File: src/rtl/pwm_capture_if.sv
// Signal bundle between a PWM input pin, the capture block and the control logic that reads results.
`timescale 1ns/1ps
interface pwm_capture_if #(
  parameter int CNT_W = 24
);
  logic             pwm_in;
  logic [CNT_W-1:0] high_time;
  logic [CNT_W-1:0] period;
  logic             meas_valid;
  logic             level_stuck;
  logic             stuck_level;

  modport master (
    output pwm_in,
    input  high_time,
    input  period,
    input  meas_valid,
    input  level_stuck,
    input  stuck_level
  );

  modport slave (
    input  pwm_in,
    output high_time,
    output period,
    output meas_valid,
    output level_stuck,
    output stuck_level
  );
endinterface

File: src/rtl/pwm_capture.sv
// Measures high time and period of an asynchronous PWM line in clk cycles and flags a line
// that has stopped toggling for TIMEOUT cycles.
`timescale 1ns/1ps
module pwm_capture #(
  parameter int          CNT_W   = 24,
  parameter int unsigned TIMEOUT = 10_000_000
) (
  input  logic         clk,
  input  logic         rst_n,
  pwm_capture_if.slave bus
);

  localparam logic [CNT_W-1:0] L_ONE     = {{(CNT_W-1){1'b0}}, 1'b1};
  localparam logic [CNT_W-1:0] L_TO_LAST = CNT_W'(TIMEOUT - 1);

  typedef enum logic [1:0] {
    S_SYNC = 2'd0,
    S_HIGH = 2'd1,
    S_LOW  = 2'd2
  } state_t;

  state_t           r_state;
  logic             r_s1;
  logic             r_s2;
  logic             r_s3;
  logic [CNT_W-1:0] r_hcnt;
  logic [CNT_W-1:0] r_pcnt;
  logic [CNT_W-1:0] r_high_time;
  logic [CNT_W-1:0] r_period;
  logic             r_meas_valid;
  logic             r_level_stuck;
  logic             r_stuck_level;

  logic w_rise;
  logic w_fall;
  logic w_timeout;

  assign w_rise    = r_s2 & ~r_s3;
  assign w_fall    = ~r_s2 & r_s3;
  // A rise on the last allowed count completes a valid period, so it beats the timeout.
  assign w_timeout = (r_pcnt == L_TO_LAST) && !w_rise;

  always_ff @(posedge clk or negedge rst_n) begin
    if (!rst_n) begin
      r_state       <= S_SYNC;
      r_s1          <= 1'b0;
      r_s2          <= 1'b0;
      r_s3          <= 1'b0;
      r_hcnt        <= '0;
      r_pcnt        <= '0;
      r_high_time   <= '0;
      r_period      <= '0;
      r_meas_valid  <= 1'b0;
      r_level_stuck <= 1'b0;
      r_stuck_level <= 1'b0;
    end else begin
      r_s1         <= bus.pwm_in;
      r_s2         <= r_s1;
      r_s3         <= r_s2;
      r_meas_valid <= 1'b0;

      if (w_timeout) begin
        r_level_stuck <= 1'b1;
        r_stuck_level <= r_s2;
        r_hcnt        <= '0;
        r_pcnt        <= '0;
        r_state       <= S_SYNC;
      end else begin
        case (r_state)
          S_SYNC: begin
            // First edge after reset or timeout only aligns us; the partial period is dropped.
            if (w_rise) begin
              r_hcnt  <= L_ONE;
              r_pcnt  <= L_ONE;
              r_state <= S_HIGH;
            end else begin
              r_pcnt <= r_pcnt + L_ONE;
            end
          end
          S_HIGH: begin
            r_pcnt <= r_pcnt + L_ONE;
            if (w_fall) begin
              r_state <= S_LOW;
            end else begin
              r_hcnt <= r_hcnt + L_ONE;
            end
          end
          S_LOW: begin
            if (w_rise) begin
              r_high_time   <= r_hcnt;
              r_period      <= r_pcnt;
              r_meas_valid  <= 1'b1;
              r_level_stuck <= 1'b0;
              r_hcnt        <= L_ONE;
              r_pcnt        <= L_ONE;
              r_state       <= S_HIGH;
            end else begin
              r_pcnt <= r_pcnt + L_ONE;
            end
          end
          default: begin
            r_hcnt  <= '0;
            r_pcnt  <= '0;
            r_state <= S_SYNC;
          end
        endcase
      end
    end
  end

  assign bus.high_time   = r_high_time;
  assign bus.period      = r_period;
  assign bus.meas_valid  = r_meas_valid;
  assign bus.level_stuck = r_level_stuck;
  assign bus.stuck_level = r_stuck_level;

endmodule

File: src/flat_wrapper.sv
// flat-port wrapper written by rule: the top's interface ports become plain ports
module pwm_capture_flat 
#(
  parameter int          CNT_W   = 24,
  parameter int unsigned TIMEOUT = 10_000_000
)
  (clk, rst_n, bus_pwm_in, bus_high_time, bus_period, bus_meas_valid, bus_level_stuck, bus_stuck_level);
  pwm_capture_if #(.CNT_W(CNT_W)) bus_i ();
  input  logic clk;
  input  logic rst_n;
  input wire logic [$bits(bus_i.pwm_in)-1:0] bus_pwm_in;
  output wire logic [$bits(bus_i.high_time)-1:0] bus_high_time;
  output wire logic [$bits(bus_i.period)-1:0] bus_period;
  output wire logic [$bits(bus_i.meas_valid)-1:0] bus_meas_valid;
  output wire logic [$bits(bus_i.level_stuck)-1:0] bus_level_stuck;
  output wire logic [$bits(bus_i.stuck_level)-1:0] bus_stuck_level;
  assign bus_i.pwm_in = bus_pwm_in;
  assign bus_high_time = bus_i.high_time;
  assign bus_period = bus_i.period;
  assign bus_meas_valid = bus_i.meas_valid;
  assign bus_level_stuck = bus_i.level_stuck;
  assign bus_stuck_level = bus_i.stuck_level;
  pwm_capture #(.CNT_W(CNT_W), .TIMEOUT(TIMEOUT)) u_core (.clk(clk), .rst_n(rst_n), .bus(bus_i));
endmodule
File: config.mk
export PLATFORM = sky130hd
export DESIGN_NAME = pwm_capture_flat
export DESIGN_NICKNAME = d
export VERILOG_FILES = /design/src/rtl/pwm_capture_if.sv /design/src/rtl/pwm_capture.sv /design/src/flat_wrapper.sv
export SDC_FILE = /design/constraint.sdc
export NUM_CORES = 1
export LEC_CHECK = 0
export CAP_MARGIN = 20
export CELL_PAD_IN_SITES_DETAIL_PLACEMENT = 0
export CELL_PAD_IN_SITES_GLOBAL_PLACEMENT = 1
export CORE_MARGIN = 1
export CORE_UTILIZATION = 45
export CTS_CLUSTER_SIZE = 10
export DETAILED_ROUTE_END_ITERATION = 12
export GPL_TIMING_DRIVEN = 0
export PLACE_DENSITY = 0.91
export SLEW_MARGIN = 40
export SYNTH_ARGS = -nofsm -noshare
export SYNTH_HDL_FRONTEND = slang
export SYNTH_SLANG_ARGS = --single-unit
File: constraint.sdc
create_clock -name clk -period 3.25 [get_ports clk]
set_input_delay 0.4875 -clock clk [delete_from_list [all_inputs] [get_ports clk]]
set_output_delay 0.4875 -clock clk [all_outputs]
set_load 0.01 [all_outputs]
### Word-level counts from Yosys, hierarchy flattened

Index checks and enable logic that the tools add are counted.
W data, S select, Z words.

| storage, ports and cells | value |
|---|---|
| flip-flop bits (word level) | 104 |
| bits of input ports | 3 |
| output and inout bits | 51 |
| logic and storage cells | 51 |

| cells by class | value |
|---|---|
| add/sub/neg operators | 2 |
| equal/unequal tests | 6 |
| multiplexer cells | 17 |
| bitwise operators | 5 |
| reduce and logical (&&, ||, !) cells | 10 |

Operators with widths:

| operator | count |
|---|---|
| $mux W24 | 5 |
| $pmux W24 S2 | 2 |
| $add A24 B1 Y24 const B | 2 |
| $eq A24 B24 Y1 const B | 1 |
| $mux W1 | 6 |
| $mux W2 | 3 |
| $ne A3 B1 Y1 const B | 2 |
| $reduce_and A2 Y1 | 3 |
| $pmux W2 S2 | 1 |
| $reduce_bool A2 Y1 | 2 |
| $ne A3 B3 Y1 const B | 1 |
| $not A1 Y1 | 3 |
| $reduce_and A3 Y1 | 1 |
| $and A1 B1 Y1 | 2 |
| $eq A2 B1 Y1 const B | 1 |
| $eq A2 B2 Y1 const B | 1 |
| $logic_not A2 Y1 | 1 |
| $reduce_or A2 Y1 | 1 |
| $logic_and A1 B1 Y1 | 1 |
| $logic_not A1 Y1 | 1 |

### Depth between registers and ports, before layout

| logic depth | value |
|---|---|
| word-level depth | 6 |
| depth in mapped cells | 7 |
| mapped depth without buffers | 6 |

### Least setup slack after synthesis

OpenSTA, ideal clock, no wires.

| timing | value |
|---|---|
| path kind | register to register |
| from | register u_core.r_hcnt[0] |
| to | register u_core.r_hcnt[22] |
| library setup time | 0.073 ns |
| arrival time | 1.776 ns |
| required time | 3.177 ns |
| path slack | 1.401 ns |
| cell stages (with the launch flop) | 7 |
| buffers on the path | 0 |
| clock period less this slack | 1.849 ns |
| cells stage by stage | dfrtp_1 -> ha_1 -> and3_1 -> nand3_2 -> or3_1 -> or3b_1 -> a21oi_2 |

| between the ends | value |
|---|---|
| longest elaborated chain between the ends | 4 |

RTL lines:

| what | RTL line | text |
|---|---|---|
| start, declared | pwm_capture.sv:26 | `logic [CNT_W-1:0] r_hcnt;` |
| start signal, assigned | pwm_capture.sv:85 | `r_hcnt <= r_hcnt + L_ONE;` |
| $add A24 B1 Y24 | pwm_capture.sv:85 |  |
| $mux W24 | pwm_capture.sv:82 | `if (w_fall) begin` |
| $pmux W24 S2 | pwm_capture.sv:69 | `case (r_state)` |
| $mux W24 | pwm_capture.sv:62 | `if (w_timeout) begin` |

Every way passes these cells. The select of a mux whose other input is x is not followed.
A chain may end at the register's enable or synchronous reset.

### Worst setup path after layout

| timing | value |
|---|---|
| from | register u_core.r_hcnt[0] |
| to | register u_core.r_hcnt[20] |

Same word-level chain as after synthesis.

==> flow_summary_export.csv <==
group,metric,value,unit
floorplan,fp.dieH,104,um
yosys,ys_warn_count,0,
timing,worst_slew_margin_rel,0.477,
timing,rsz0062_at_grt,"no",
drt,drtAntennaViolNets,0,
global_routing,maximum_number_of_pins_on_one_net_before_global_route_repair,58,
timing,hold_ws,0.382,ns
cts,cts.repair.resized,0,
global_routing,global_route.overflow_total,0,
power,power.ir.vdd_worst,0.287,mV
timing,maxClockFrequency,0.467,GHz
drt,drt_pass1_iterations,4,
setup_path,timing.rr.start,"u_core.r_hcnt[0]",
place,place_ws,1.16,ns
drt,via_count,3515,
outcome,run_status,"finished, final reports clean",
yosys,async_reset_ff_frac,1.00,
job,cap_viol_max_count,0,
place,dp_hpwl,6850,um
yosys,synthCells,426,
yosys,part_of_the_yosys_area_used_for_sequential_elements,0.552,
timing,final_report_setup_violation_count,0,
yosys,synth_nets,431,
timing,timing.final.max_slew_violations,0,
floorplan,core_region_area,9950,um^2
worst_hold_path,hold_path_end,"u_core.r_s2",
drt,totalWireLength,9900,um
timing,final_worst_path_cycle_share,0.659,
floorplan,dieArea,10900,um^2
drt,avgRoutedWirePerCell,15.7,um
global_routing,antenna_found_initial,0,
timing,final_hold_viol_count,0,
timing,finalClockSkew,0.0130,ns
setup_path,worstPathArrival,2.38,ns
setup_path,regToRegSetupSlack,1.11,ns
cts,clk_pin_slew,0.10,ns
setup_path,critical_path_required,3.49,ns
yosys,synth_area_per_cell,11.1,um^2
global_routing,groute.usage.overall,0.198,
finish,diodes,0,
yosys,postSynth.topFlopCell,"dfrtp_1",
timing,final_critical_path_setup_slack,1.11,ns
power,power,2870,uW
finish,layout.cells.non_filler,630,
setup_path,endpoint_kind,"flip-flop",
setup_path,critical_path.reg2reg.endpoint,"u_core.r_hcnt[20]",
cts,clock_tree_buf_depth,2,
cts,clockRootBuffer,"clkbuf_8",
global_routing,grt_pass1_wl,17300,um
floorplan,initial_utilization,0.473,
yosys,synth_cell_type_count,48,
global_routing,grt_pass1_vias,3556,
timing,tightest_slew,0.777,ns
drt,drc,0,
cts,tritoncts,"built",
cts,insertion_delay,0.38,ns
setup_path,crit_path_start_kind,"flip-flop",
finish,final_net_count,497,
power,cellLeakagePower,0.00249,uW
worst_hold_path,hold_depth,0,
floorplan,std_cell_rows,36,
yosys,synth-seq-cells,104,
place,globalplace.congestion,0.832,
worst_hold_path,worst_hold_path_type,"reg2reg",
yosys,number_of_synthesized_flops_with_an_enable_pin,0,
yosys,netlist_area,4710,um^2
worst_hold_path,hold_start,"u_core.r_s1",
setup_path,reg2regPathDepth,6,
drt,avgViaCountPerCell,5.58,
power,power_density,508,nW/um^2
timing,finalWorstPathRequiredPeriod,2.14,ns
place,dp_cells,613,
finish,fraction_of_final_layout_cells_sized_beyond_drive_strength_1,0.175,
finish,synthToLayoutAreaGrowth,19.7,%
cts,tritoncts_num_sinks,104,
place,portBuffers,53,
floorplan,die_w,104,um
setup_path,timing_worst_setup_path_type,"reg2reg",
floorplan,pin_count,54,
cts,htreeDepth,3,
cts,cts_setup_buffers,0,
cts,cts_buffers,9,
drt,detailedRoute.firstIterationViolations,207,
setup_path,crit_path_max_fanout,6,
[report_power, final]
group	total, uW	internal (uW)	switching (uW)
sequential	1500	1390	111
clock	752	321	431
combinational	614	256	359
total	2870	1960	901
[logic make-up after synthesis]
family / count (synthesis) / share of synthesized area
and+or+nand+nor: 163 / 0.182
AOI/OAI and AO/OA: 59 / 0.0762
buffers and inverters: 27 / 0.0260
adders and majority gates: 2 / 0.00531
xor gates and xnor gates: 22 / 0.0409
DFF: 104 / 0.552
muxes: 49 / 0.117
[per-layer routing]
metal,GRT usage,part of all wire,vias up
met5,0,0,-
met4,0.0959,0.020,0
met3,0.0332,0.044,15
met2,0.304,0.46,104
met1,0.274,0.48,1752
li1,-,-,1644
[critical path: stages (launching register included)]
cell      delay, ns
dfrtp_1        0.45
ha_1           0.24
nand3_1        0.21
nor4_1         0.50
nand2_1        0.19
o311ai_0       0.31
a21oi_1        0.11
[flip-flops by register name (all words and copies together), names as in the netlist]
| signal | flops |
|---|---|
| u_core.bus.level_stuck | 1 |
| u_core.r_s3 | 1 |
| u_core.r_s2 | 1 |
| u_core.bus.meas_valid | 1 |
| u_core.bus.stuck_level | 1 |
| u_core.r_s1 | 1 |
| u_core.bus.period | 24 |
| u_core.r_hcnt | 24 |
| u_core.bus.high_time | 24 |
| u_core.r_pcnt | 24 |
| u_core.r_state | 2 |
[through the flow]
stage,util,area (um^2),TNS (ns)
2_1_floorplan,-,4710,0
3_3_place_gp,0.543,5410,-222.18
3_5_place_dp,0.547,5450,0
4_1_cts,0.567,5640,0
5_1_grt,0.567,5640,0
6_report,0.567,5640,0
[timing repair]
action,in CTS,in global routing
hold buffers,1,0
hold endpoints to repair,9,0
setup endpoints to repair,0,0
[cell type report]
class                   count  area [um^2]
plain buffers              20         96.3
clock buffers              12          155
clock inverters             4         28.8
fillers                   853         4310
inverters                   7         26.3
multi-input cells         295         1990
flip-flops and latches    104         2600
well taps                 133          166
repair buffers             55          573
[synthesized netlist by cell type, types with 2 or more instances]
library cell  instances  area (um^2)
dfrtp_1             104         2600
nor2_1               51          191
mux2_2               49          552
a21oi_1              23          115
nand2_1              22         82.6
nand3_1              20          100
o21ai_0              14         70.1
xor2_1               14          123
nor3_1               12         60.1
nand4_1              10         62.6
clkbuf_1              9         33.8
buf_2                 8         40.0
xnor2_1               8         70.1
inv_1                 7         26.3
nor4_1                7         43.8
and3_1                5         31.3
nand2b_1              5         31.3
a31oi_1               4         25.0
nand3b_1              4         30.0
o211ai_1              4         30.0
or3_1                 4         25.0
buf_4                 3         22.5
nor2b_1               3         18.8
or2_2                 3         18.8
a21o_1                2         15.0
a41oi_1               2         17.5
and4_1                2         17.5
ha_1                  2         25.0
nand4b_1              2         17.5
nor4_2                2         25.0
nor4b_1               2         17.5
o211a_1               2         20.0
o31a_1                2         17.5
[cells in the final DEF, fill, tap and decap left out, types with 3 or more instances in the layout]
master and count:
dfrtp_1 104, clkdlybuf4s50_1 52, nor2_1 51, mux2_2 49, a21oi_1 23, nand2_1 22
nand3_1 20, xor2_1 14, o21ai_0 14, nor3_1 12, clkbuf_8 11, nand4_1 10
clkbuf_1 10, buf_2 8, xnor2_1 8, inv_1 7, nor4_1 6, nand2b_1 5
and3_1 5, or3_1 4, a31oi_1 4, nand3b_1 4, o211ai_1 4, nor4_2 3
nor2b_1 3, or2_2 3, buf_4 3
[how the worst max path moves through the flow]
stage | from | end | slack [ns] | cells past startpoint
3_5_place_dp | u_core.r_pcnt[0] | u_core.r_hcnt[14] | 1.16 | 6
6_report | u_core.r_hcnt[0] | u_core.r_hcnt[20] | 1.11 | 6
2_1_floorplan | u_core.r_hcnt[0] | u_core.r_hcnt[22] | 1.40 | 6
5_1_grt | u_core.r_hcnt[0] | u_core.r_hcnt[20] | 0.86 | 6
4_1_cts | u_core.r_pcnt[0] | u_core.r_hcnt[7] | 1.12 | 6
3_3_place_gp | rst_n | u_core.bus.period[10] | -2.14 | 1
(Power assumes the default switching activity.)
